[src/rtl/menu_overlay_pkg.sv]
// Shared types, palette and geometry helpers for the start-menu overlay.
// Latency: n/a (declarations only).
// Backpressure: n/a.
package menu_overlay_pkg;

  localparam int COLOR_W = 12;
  localparam int COORD_W = 11;

  typedef logic [COLOR_W-1:0] color_t;

  // Palette; NULL marks a transparent overlay pixel for the downstream colour mux.
  localparam color_t NULL         = 12'h000;
  localparam color_t CURSOR_COLOR = 12'hFF0;
  localparam color_t OPT_PAL0     = 12'hF00;
  localparam color_t OPT_PAL1     = 12'h0F0;
  localparam color_t OPT_PAL2     = 12'h00F;
  localparam color_t OPT_PAL3     = 12'hFFF;
  localparam color_t LIMITED      = 12'h888;
  localparam color_t CONTEST      = 12'h0FF;

  // First pipeline stage: offsets relative to the icon origins of the hit row.
  typedef struct packed {
    logic [COORD_W-1:0] dx_c;
    logic [COORD_W-1:0] dx_s;
    logic [COORD_W-1:0] dy;
    logic [3:0]         r;
    logic               r_vld;
  } s1_t;

  // Option value to swatch colour.
  function automatic color_t opt_pal(input logic [1:0] v);
    case (v)
      2'd0:    return OPT_PAL0;
      2'd1:    return OPT_PAL1;
      2'd2:    return OPT_PAL2;
      default: return OPT_PAL3;
    endcase
  endfunction

  // Pixel lies on one of the two arms of the cursor chevron (2-pixel tolerance).
  // Only meaningful when dx, dy are already known to be inside the icon.
  function automatic logic on_diag(input logic [COORD_W-1:0] dx,
                                   input logic [COORD_W-1:0] dy,
                                   input int icon);
    int d1;
    int d2;
    d1 = int'(dx) - 2 * int'(dy);
    d2 = int'(dx) - 2 * (icon - 1 - int'(dy));
    return (d1 >= -2 && d1 <= 2) || (d2 >= -2 && d2 <= 2);
  endfunction

endpackage

[src/rtl/menu_overlay_btn_edge.sv]
// Rising-edge detector for one debounced button level.
// Latency: pulse is combinational from btn against last cycle's registered level.
// Backpressure: none; a held level yields exactly one pulse.
module menu_btn_edge (
  input  logic clk,
  input  logic rst,
  input  logic btn,
  output logic rise
);

  logic btn_q;

  // Remember last cycle's level so only the 0->1 transition pulses.
  always_ff @(posedge clk or posedge rst) begin
    if (rst) btn_q <= 1'b0;
    else     btn_q <= btn;
  end

  assign rise = btn & ~btn_q;

endmodule

[src/rtl/menu_overlay.sv]
// Start-menu overlay: cursor/option state from buttons plus a 2-stage pixel colour pipeline.
// Latency: color is 2 cycles after col_addr/row_addr; state updates on the clock after a button edge.
// Backpressure: none; pixel stream runs every cycle, buttons are level inputs sampled each cycle.
module menu_overlay
  import menu_overlay_pkg::*;
#(
  parameter int N_ITEMS    = 3,
  parameter int VAL_MAX    = 3,
  parameter int ORIGIN_X   = 274,
  parameter int ORIGIN_Y   = 204,
  parameter int ROW_PITCH  = 50,
  parameter int COL_PITCH  = 60,
  parameter int ICON       = 31,
  parameter int BLINK_BITS = 24
) (
  input  logic                   clk,
  input  logic                   rst,
  input  logic [9:0]             col_addr,
  input  logic [8:0]             row_addr,
  input  logic                   menu_en,
  input  logic                   btn_up,
  input  logic                   btn_down,
  input  logic                   btn_sel,
  output logic [2:0]             cursor,
  output logic [2*N_ITEMS-1:0]   opt_vals,
  output logic [11:0]            color
);

  logic up_rise, dn_rise, sel_rise;
  logic up_e, dn_e, sel_e;

  logic [2:0]              cursor_q, cursor_n;
  logic [N_ITEMS-1:0][1:0] vals_q, vals_n;
  logic [BLINK_BITS-1:0]   blink_q, blink_n;

  logic [COORD_W-1:0] row_off;
  logic [COORD_W-1:0] dy_sel;
  logic [3:0]         r_sel;
  s1_t                s1_n, s1_q;

  logic   cur_hit, sw_hit;
  logic [1:0] sw_val;
  color_t color_n;

  menu_btn_edge u_up  (.clk(clk), .rst(rst), .btn(btn_up),   .rise(up_rise));
  menu_btn_edge u_dn  (.clk(clk), .rst(rst), .btn(btn_down), .rise(dn_rise));
  menu_btn_edge u_sel (.clk(clk), .rst(rst), .btn(btn_sel),  .rise(sel_rise));

  // Buttons only act while the menu is shown; edge registers keep tracking regardless.
  assign up_e  = up_rise  & menu_en;
  assign dn_e  = dn_rise  & menu_en;
  assign sel_e = sel_rise & menu_en;

  // Cursor saturates at both ends; select steps the row under the pre-move cursor.
  always_comb begin
    cursor_n = cursor_q;
    vals_n   = vals_q;
    if (up_e && !dn_e && cursor_q != 3'd0)
      cursor_n = cursor_q - 3'd1;
    else if (dn_e && !up_e && cursor_q != 3'(N_ITEMS - 1))
      cursor_n = cursor_q + 3'd1;
    if (sel_e) begin
      for (int i = 0; i < N_ITEMS; i++) begin
        if (cursor_q == 3'(i))
          vals_n[i] = (vals_q[i] == 2'(VAL_MAX - 1)) ? 2'd0 : vals_q[i] + 2'd1;
      end
    end
    // Restart the blink phase on a move so the cursor shows up immediately.
    blink_n = (cursor_n != cursor_q) ? '0 : blink_q + BLINK_BITS'(1);
  end

  // Menu state registers.
  always_ff @(posedge clk or posedge rst) begin
    if (rst) begin
      cursor_q <= '0;
      vals_q   <= '0;
      blink_q  <= '0;
    end else begin
      cursor_q <= cursor_n;
      vals_q   <= vals_n;
      blink_q  <= blink_n;
    end
  end

  // Stage 1: row index by comparing against each row start; rows below origin wrap large -> invalid.
  always_comb begin
    row_off = {2'b00, row_addr} - COORD_W'(ORIGIN_Y);
    r_sel   = '0;
    dy_sel  = row_off;
    for (int i = 1; i <= N_ITEMS; i++) begin
      if (row_off >= COORD_W'(i * ROW_PITCH)) begin
        r_sel  = 4'(i);
        dy_sel = row_off - COORD_W'(i * ROW_PITCH);
      end
    end
    s1_n       = '0;
    s1_n.dx_c  = {1'b0, col_addr} - COORD_W'(ORIGIN_X);
    s1_n.dx_s  = {1'b0, col_addr} - COORD_W'(ORIGIN_X + COL_PITCH);
    s1_n.dy    = dy_sel;
    s1_n.r     = r_sel;
    s1_n.r_vld = (r_sel < 4'(N_ITEMS));
  end

  // Stage 1 register; reset clears r_vld so the first colours after release are NULL.
  always_ff @(posedge clk or posedge rst) begin
    if (rst) s1_q <= '0;
    else     s1_q <= s1_n;
  end

  // Stage 2 select: cursor has priority over the swatch; menu_en masks everything.
  always_comb begin
    sw_val = 2'd0;
    for (int i = 0; i < N_ITEMS; i++) begin
      if (s1_q.r == 4'(i)) sw_val = vals_q[i];
    end
    cur_hit = s1_q.r_vld && (s1_q.r == {1'b0, cursor_q}) && !blink_q[BLINK_BITS-1]
              && (s1_q.dx_c < COORD_W'(ICON)) && (s1_q.dy < COORD_W'(ICON))
              && on_diag(s1_q.dx_c, s1_q.dy, ICON);
    sw_hit  = s1_q.r_vld && (s1_q.dx_s < COORD_W'(ICON)) && (s1_q.dy < COORD_W'(ICON));
    color_n = NULL;
    if (menu_en) begin
      if (cur_hit)     color_n = CURSOR_COLOR;
      else if (sw_hit) color_n = opt_pal(sw_val);
    end
  end

  // Stage 2 register drives the pixel output.
  always_ff @(posedge clk or posedge rst) begin
    if (rst) color <= NULL;
    else     color <= color_n;
  end

  assign cursor   = cursor_q;
  assign opt_vals = vals_q;

endmodule

[config.mk]
export PLATFORM = sky130hd
export DESIGN_NAME = menu_overlay
export DESIGN_NICKNAME = d
export VERILOG_FILES = /design/src/rtl/menu_overlay_pkg.sv /design/src/rtl/menu_overlay_btn_edge.sv /design/src/rtl/menu_overlay.sv
export SDC_FILE = /design/constraint.sdc
export NUM_CORES = 1
export LEC_CHECK = 0
export ABC_AREA = 1
export CAP_MARGIN = 10
export CORE_MARGIN = 3
export CORE_UTILIZATION = 35
export CTS_CLUSTER_DIAMETER = 150
export DETAILED_ROUTE_END_ITERATION = 16
export PLACE_DENSITY = 0.53
export SLEW_MARGIN = 20
export SYNTH_ARGS = -nofsm -noshare
export SYNTH_HDL_FRONTEND = slang
export SYNTH_HIERARCHICAL = 1
export SYNTH_SLANG_ARGS = --single-unit
[constraint.sdc]
create_clock -name clk -period 5.3 [get_ports clk]
set_input_delay 1.59 -clock clk [delete_from_list [all_inputs] [get_ports clk]]
set_output_delay 1.59 -clock clk [all_outputs]
set_load 0.05 [all_outputs]
Yosys cells after proc, flatten, opt, wreduce, memory -nomap -nowiden
Cells that the tools add are included.
{"block": "totals", "input_bits": 25, "output_inout_bits": 21, "register_bits": 86, "wordCells": 104}
{"block": "op_classes", "addsub": 15, "n_eq_ne": 12, "n_reduce_logical": 24, "n_mux": 19, "bitwise": 9, "order_cmp": 11}
{"operator": "12-bit 2-to-1 mux", "n": 3}
{"operator": "12-bit one-hot mux with 3 select lines", "n": 1}
{"operator": "11-bit by 5-bit < comparator with 1-bit output, second input constant", "n": 3}
{"operator": "11-bit 2-to-1 mux", "n": 3}
{"operator": "10-bit by 9-bit subtractor with 11-bit output, second input constant", "n": 3}
{"operator": "24-bit by 1-bit adder with 24-bit output, second input constant", "n": 1}
{"operator": "24-bit 2-to-1 mux", "n": 1}
{"operator": "14-bit by 2-bit greater-or-equal comparator with 1-bit output, second input constant", "n": 1}
{"operator": "14-bit by 3-bit less-or-equal comparator with 1-bit output, second input constant", "n": 1}
{"operator": "12-bit by 13-bit subtractor with 14-bit output", "n": 1}
{"operator": "13-bit by 2-bit greater-or-equal comparator with 1-bit output, second input constant", "n": 1}
{"operator": "13-bit by 3-bit less-or-equal comparator with 1-bit output, second input constant", "n": 1}
{"operator": "1-bit logical AND", "n": 13}
{"operator": "11-bit by 12-bit subtractor with 13-bit output", "n": 1}
{"operator": "2-bit 2-to-1 mux", "n": 6}
{"operator": "5-bit by 11-bit subtractor with 12-bit output, first input constant", "n": 1}
{"operator": "11-bit by 6-bit greater-or-equal comparator with 1-bit output, second input constant", "n": 1}
{"operator": "11-bit by 7-bit greater-or-equal comparator with 1-bit output, second input constant", "n": 1}
{"operator": "11-bit by 8-bit greater-or-equal comparator with 1-bit output, second input constant", "n": 1}
{"operator": "10-bit by 7-bit subtractor with 11-bit output, second input constant", "n": 1}
{"operator": "10-bit by 8-bit subtractor with 11-bit output, second input constant", "n": 1}
{"operator": "9-bit by 8-bit subtractor with 10-bit output, second input constant", "n": 1}
{"operator": "2-bit equality test, second input constant", "n": 4}
{"operator": "4-bit 2-to-1 mux", "n": 2}
{"operator": "23 further kinds", "n": 37}

Longest topological paths before layout
Gate-level depths: netlist of run 1.
{"block": "logic_depth", "depth_word": 10, "ltp_mapped": 18, "ltp_nobuf": 18}

By module
The synthesis of run 1 kept the hierarchy.
{"mod": "menu_overlay", "seq_area_each_um2": 1751.7, "cells_per_inst": 760, "area_per_inst_um2": 5512.8, "instances": 1}
{"mod": "menu_btn_edge", "seq_area_each_um2": 25.0, "cells_per_inst": 4, "area_per_inst_um2": 38.8, "instances": 3}

Least setup slack after synthesis of run 1
Ideal clock, no wire load.
{"block": "synth_timing", "path_kind": "in2reg", "from": "in row_addr[2]", "to": "reg s1_q[11] (netlist name)", "slack_ps": 2091, "arrival_time_ps": 3090, "required_ps": 5181, "path_buffers": 1, "cell_stages": 12, "path_cell_list": "inv_1 -> ha_1 -> clkbuf_8 -> nor2_1 -> inv_1 -> nor2_1 -> nor2_1 -> nor2_4 -> nand2_4 -> o21ai_2 -> a21oi_2 -> a21o_2"}
{"block": "synth_between", "elab_chain_len": 5, "word_cells_on_any_way": 10, "classes_between": "add/sub (4); order compare (3); mux (3)"}
{"item": "start: declaration", "line_no": "menu_overlay.sv:19", "rtl": "input logic [8:0] row_addr,"}
{"item": "9-bit by 8-bit subtractor with 10-bit output *", "line_no": "menu_overlay.sv:87", "rtl": "row_off = {2'b00, row_addr} - COORD_W'(ORIGIN_Y);"}
{"item": "10-bit by 7-bit subtractor with 11-bit output / 11-bit by 6-bit greater-or-equal comparator with 1-bit output (equally long branches)", "line_no": "menu_overlay.sv:93, menu_overlay.sv:91"}
{"item": "11-bit 2-to-1 mux (2 in series)", "line_no": "menu_overlay.sv:91", "rtl": "if (row_off >= COORD_W'(i * ROW_PITCH)) begin"}
{"item": "11-bit 2-to-1 mux *", "line_no": "menu_overlay.sv:91"}
{"item": "net dy_sel[6]", "line_no": "menu_overlay.sv:37", "rtl": "logic [COORD_W-1:0] dy_sel;"}
{"item": "end signal: assignment", "line_no": "menu_overlay.sv:107", "rtl": "else s1_q <= s1_n;"}
{"item": "end: declaration", "line_no": "menu_overlay.sv:39", "rtl": "s1_t s1_n, s1_q;"}
The timed path passes the listed nets; every way through them passes the cells marked *.
A chain may end at the register's enable or synchronous reset.

Worst setup path in the final report of run 1
{"block": "layout_timing", "from": "in row_addr[2]", "to": "reg s1_q[8] (netlist name)"}
The elaborated chain is that of the path after synthesis.

==> results of run 1 <==
## flip-flops by register name, indices dropped and copies added, names as in the netlist
register	count
u_dn/btn_q	1
cursor	3
s1_q	34
color	3
u_sel/btn_q	1
opt_vals	6
u_up/btn_q	1
blink_q	24
## cells in the mapped netlist, types with 5 or more instances
master	n
nand3_1	51
a21oi_1	35
xor2_1	33
nor2_2	12
nand2_2	7
xnor2_1	9
nor2_1	71
inv_1	134
nand2_1	163
o211ai_1	6
ha_1	36
nor3_1	16
nand4_1	23
o21ai_1	5
o21ai_0	30
dfrtp_1	73
buf_4	9
## metrics by stage
step                      total power, W  hold slack, ns  worst slack (ns)
after global routing             0.00277           0.510              1.10
after CTS                        0.00258           0.461              1.42
after floorplan                  0.00156           0.433              1.94
final                            0.00256           0.456              1.44
after detailed placement         0.00184           0.454              1.08
after global placement           0.00182           0.447              1.15
## cells by family after synthesis
| kind of cell | after synthesis | synth area share, % |
|---|---|---|
| buffers and inverters | 152 | 11.1 |
| adders and majority gates | 38 | 8.71 |
| AOI/OAI and AO/OA | 97 | 10.3 |
| DFF | 73 | 32.5 |
| xor gates and xnor gates | 42 | 6.53 |
| and+or+nand+nor | 370 | 30.9 |
## power groups by stage
| stage | combinational [W] | clock, W | sequential, W |
|---|---|---|---|
| final | 0.00110 | 0.000730 | 0.000727 |
| after detailed placement | 0.00110 | 0 | 0.000738 |
| after floorplan | 0.000732 | 0 | 0.000828 |
| after global routing | 0.00126 | 0.000774 | 0.000741 |
| after global placement | 0.00108 | 0 | 0.000736 |
| after CTS | 0.00110 | 0.000751 | 0.000728 |
## layout make-up
class                           instances  area, um^2  share of cell area [%]
Clock inverter                          5         129                    1.95
Multi-Input combinational cell        547        3180                    48.1
Timing Repair Buffer                   46         458                    6.94
Sequential cell                        73        1830                    27.7
Inverter                              137         517                    7.83
Tap cell                              211         264                    4.00
Clock buffer                           10         229                    3.47
## worst paths after layout
check	end	cells after the start
max in group asynchronous	s1_q[2]	3
hold / removal	blink_q[0]	1
setup / recovery	s1_q[8]	13
min in group asynchronous	u_dn/btn_q	2
setup reg to reg	color[10]	18
hold reg to reg	blink_q[0]	1
## critical path, delay by kind of cell
kind | cells | cell delay (ns)
AOI/OAI and AO/OA | 6 | 0.80
and+or+nand+nor | 4 | 0.43
adders and majority gates | 1 | 0.44
buffers and inverters | 2 | 0.80
## metal layers
layer	vias to the layer above	part of all wire [%]	GRT usage [%]
met5	-	0	0
met4	0	2.2	4.85
met3	21	2.9	2.81
met2	72	43	24.0
met1	2190	52	21.3
li1	2561	-	-
==> reports/qor.txt, run 1 <==
================================================================================
Upper clock frequency limit                                            0.259 GHz
Initial drt markers                                                          215
Share of total power consumed by net switching                             39.7%
Layout area overhead                                                       17.2%
Die Height                                                                133 um
TritonRoute pass-1 iters                                                       4
Average via count per standard cell                                         4.71
Cell area reported after detailed placement                            6240 um^2
Clock insertion delay at the later pin of the skew report                0.33 ns
Register area share after synthesis                                        32.5%
Fin area                                                               6600 um^2
Final Util                                                                 42.6%
Launching element of the worst setup path                            row_addr[2]
Worst vdd rail ir drop                                                    188 uV
Outcome                                                             finished clean
Worst clock skew                                                      0.00607 ns
Layout cell share with drive strength beyond 1                             7.33%
Aggregate routed wire length                                           12,900 um
Post-CTS setup buffer count                                                    0
Type of the worst min-delay path                                         reg2reg
Number of storage elements in the synthesis netlist                           73
H-tree levels                                                                  3
Slack of the worst reg-to-reg path                                       2.39 ns
Yosys top cell area share                                                  32.5%
Clock Sink Count                                                              73
Startpoint of the lowest-slack register-to-register path                 s1_q[6]
Maximum clock path buffer count                                                2
Site Rows                                                                     45
Post-detailed-placement half-perimeter wirelength                      10,500 um
Relative slew margins                                                      61.6%
Max Slew Vio Count                                                             0
Primary FF master, synth                                                 dfrtp_1
Endpoint required time on the critical path                              5.50 ns
Number of antenna violations at the first check in global routing              0
Leading cell type in the layout, fill and taps excluded                  nand2_1
Leading cell types by total area after synthesis                    dfrtp_1, nand2_1, inv_1
Critical path, cell by cell                                         clkdlybuf4s50_1 > inv_1 > ha_1 > o21ai_0 > o21ai_0 > nor2_1 > nand2_2 > o21ai_0 > o21ai_0 > nand2_1 > o21ai_1 > nand2_1 > o21ai_0
Diode insertion count for antenna repair                                       0
Number of different library cells in the post-synthesis netlist               56
Arrival time reported for the critical path endpoint                     4.06 ns
Final cell count without fillers                                           1,029
Global-route usage over all layers                                         15.3%
Most frequent cells in the layout                                   nand2_1, inv_1, dfrtp_1, nor2_1, nand3_1
Number of vias in the routed layout                                        4,844
Placed Cells                                                               1,014
Crit-path max cell delay                                                 0.65 ns
Total nets after synthesis                                                   835
CTS Hold Bufs                                                                  0
Clk pin slew, worst setup/hold paths                                     0.05 ns
Unrepaired setup endpoints after global routing                            false
Part of the total power dissipated in combinational logic                  43.0%
Worst slew pin tran                                                     0.574 ns
Count of flip-flops with a built-in enable after synthesis                     0
Sum of negative setup slack                                                 0 ns
Cells after synthesis                                                        772
Drc violations                                                                 0
Chip Width                                                                133 um
Largest area contributor in the netlist                                  dfrtp_1
Maximum number of pins on one net before global-route repair                  45
Area of the die                                                      17,600 um^2
Crit Path Max Fanout                                                           9
Worst Hold Launch                                                     blink_q[0]
Synth Warn #                                                                   6
Wire length per cell                                                     12.5 um
Power dissipated by switching net loads                                0.00102 W
Max-cap check violation count                                                  0
Register share of total power                                              28.5%
Share of flip-flops with an asynchronous set or reset                       100%
Placeable core region                                                15,500 um^2
Internal power                                                         0.00154 W
Initial cell density of the core                                           36.4%
CTS buffer count                                                               9
# resized after CTS                                                            0
Crit-path slowest cell                                              clkdlybuf4s50_1
Number of port buffers                                                        45
Wire length of the first global-routing pass                           22,500 um
CTS tree                                                                   built
Setup violators final                                                          0
Minimum period implied by the final worst setup slack                    3.86 ns
Root buf cell                                                          clkbuf_16
Launching element type of the critical path                           input port
Post-detailed-route count of antenna-violating nets                            0
Power per standard cell area                                         387 nW/um^2
Global-route congestion overflow total                                         0
Number of nets in the finished design                                        877
Post-Syn Area                                                          5630 um^2
Fill cell count                                                            1,558
Routability cong.                                                          0.855
Number of global-route vias before repair                                  4,812
WS Path Type                                                              in2reg
Period Utilization, post-route                                             72.9%
Clock share of power                                                       28.5%
Worst setup EP type                                                    flip-flop
Static leakage                                                           3.35 nW
Most used cell along the critical path                                   o21ai_0
Boundary Pins                                                                 46
Average cell area after synthesis                                      7.29 um^2
Hold violation count in the final report                                       0
================================================================================
No activity file was read; power rests on OpenSTA's default activity.
==> inputs of run 2 (changes only) <==
Clock period 5.3 ns to 3.65 ns, I/O delays scaled along.
==> reports/qor.txt, run 2 (same netlist as run 1, synthesis figures left out) <==
================================================================================
Diode insertion count for antenna repair                                       0   unchanged
Met1 wire length                                                         6530 um   was 6660 um
Max Slew Vio Count                                                             0   unchanged
Static leakage                                                           3.34 nW   was 3.35 nW
Max FFs per register                                                          34   unchanged
Maximum clock path buffer count                                                2   unchanged
Clock Sink Count                                                              73   unchanged
Unrepaired setup endpoints after global routing                            false   unchanged
Routability cong.                                                          0.857   was 0.855
Wire length of the first global-routing pass                           23,000 um   was 22,500 um
Total power                                                            0.00357 W   was 0.00256 W
Average via count per standard cell                                         4.73   was 4.71
Minimum period implied by the final worst setup slack                    3.16 ns
Die Height                                                                133 um   unchanged
Highest metal layer with signal wires                                       met4   unchanged
Site Rows                                                                     45   unchanged
Worst slew pin tran                                                     0.507 ns   was 0.574 ns
Most frequent cells in the layout                                   nand2_1, inv_1, dfrtp_1, nor2_1, nand3_1   unchanged
Number of port buffers                                                        45   unchanged
CTS Hold Bufs                                                                  0   unchanged
Aggregate routed wire length                                           13,000 um   was 12,900 um
Arrival time reported for the critical path endpoint                     3.36 ns   was 4.06 ns
WS Path Type                                                              in2reg   unchanged
Endpoint required time on the critical path                              3.85 ns   was 5.50 ns
CTS buffer count                                                               9   unchanged
Area of the die                                                      17,600 um^2   unchanged
Number of vias in the routed layout                                        4,889   was 4,844
Number of global-route vias before repair                                  4,858   was 4,812
Outcome                                                             finished clean   unchanged
Chip Width                                                                133 um   unchanged
Global-route usage over all layers                                         15.6%   was 15.3%
Sum of negative setup slack                                                 0 ns   unchanged
Upper clock frequency limit                                            0.317 GHz
Leading cell type in the layout, fill and taps excluded                  nand2_1   unchanged
Setup violators final                                                          0   unchanged
Root buf cell                                                          clkbuf_16   unchanged
Crit Path Max Fanout                                                           8   was 9
Drc violations                                                                 0   unchanged
Worst setup EP type                                                    flip-flop   unchanged
Global-route congestion overflow total                                         0   unchanged
Relative slew margins                                                      66.1%   was 61.6%
Number of antenna violations at the first check in global routing              0   unchanged
# resized after CTS                                                            0   unchanged
Hold violation count in the final report                                       0   unchanged
Period Utilization, post-route                                             86.5%
Total met2 wirelength after detailed routing                             5740 um   was 5570 um
Launching element type of the critical path                           input port   unchanged
CTS tree                                                                   built   unchanged
TritonRoute pass-1 iters                                                       5   was 4
Clock insertion delay at the later pin of the skew report                0.34 ns   was 0.33 ns
Worst vdd rail ir drop                                                    307 uV   was 188 uV
Number of nets in the finished design                                        881   was 877
Clk pin slew, worst setup/hold paths                                     0.06 ns   was 0.05 ns
Wire length per cell                                                     12.5 um   about the same
Post-detailed-placement half-perimeter wirelength                      10,500 um   about the same
Maximum number of pins on one net before global-route repair                  71   was 45
Register with the highest flop count                                        s1_q   unchanged
Post-CTS setup buffer count                                                    0   unchanged
Type of the worst min-delay path                                         reg2reg   unchanged
Layout area overhead                                                       17.1%   was 17.2%
Layout cell share with drive strength beyond 1                             8.02%   was 7.33%
Post-detailed-route count of antenna-violating nets                            0   unchanged
Worst clock skew                                                       0.0107 ns   was 0.00607 ns
Met3 wire length                                                          417 um   was 373 um
Initial drt markers                                                          210   was 215
Power per standard cell area                                         541 nW/um^2   was 387 nW/um^2
Boundary Pins                                                                 46   unchanged
Placeable core region                                                15,500 um^2   unchanged
Max-cap check violation count                                                  0   unchanged
Initial cell density of the core                                           36.4%   unchanged
H-tree levels                                                                  3   unchanged
================================================================================
-- run 2: worst max-delay path: stages --
cell             delay [ns]
clkdlybuf4s50_1        0.46
ha_1                   0.28
xnor2_1                0.37
o21ai_0                0.24
o21ai_0                0.22
nor2_1                 0.09
nand2_2                0.14
nand2_1                0.08
xor2_1                 0.14
o21ai_0                0.14
o31ai_1                0.09
-- run 2: stage by stage --
stage	instances	area, um^2	utilization, %	worst slack (ns)	hold slack (ns)
after global routing	1034	6590	42.6	0.150	0.508
after global placement	1018	6280	40.6	0.224	0.447
after floorplan	772	5630	-	0.787	0.433
final	1034	6590	42.6	0.494	0.472
after CTS	1034	6590	42.6	0.515	0.470
after detailed placement	1018	6280	40.6	0.163	0.459
-- run 2: final cells by class --
type                       instances  area, um^2
fill                            1580        8890
multi-input combinational        547        3180
sequential                        73        1830
inverter                         137         517
timing repair buffer              50         500
tap                              211         264
clock buffer                       9         225
clock inverter                     7        82.6
-- run 2: where the power goes --
group | switching, W | internal, W
clock network | 0.000369 | 0.000541
logic | 0.00103 | 0.000575
registers | 0.000122 | 0.000933
total | 0.00152 | 0.00205
-- run 2: routing by layer --
metal / vias up / GRT usage [%]
li1: 2574 / -
met1: 2217 / 21.5
met2: 79 / 25.0
met3: 19 / 2.66
met4: 0 / 4.97
met5: - / 0
-- run 2: final timing paths --
| check | slack, ns | cells after the start | from | endpoint |
|---|---|---|---|---|
| worst max-delay path | 0.49 | 11 | row_addr[2] | s1_q[9] |
| worst min-delay path | 0.47 | 1 | blink_q[0] | blink_q[0] |
| min in group asynchronous | 1.00 | 2 | rst | u_sel/btn_q |
| max in group asynchronous | 2.11 | 3 | rst | blink_q[0] |
| worst min register to register | 0.47 | 1 | blink_q[0] | blink_q[0] |
| worst max register to register | 0.78 | 18 | s1_q[6] | color[10] |
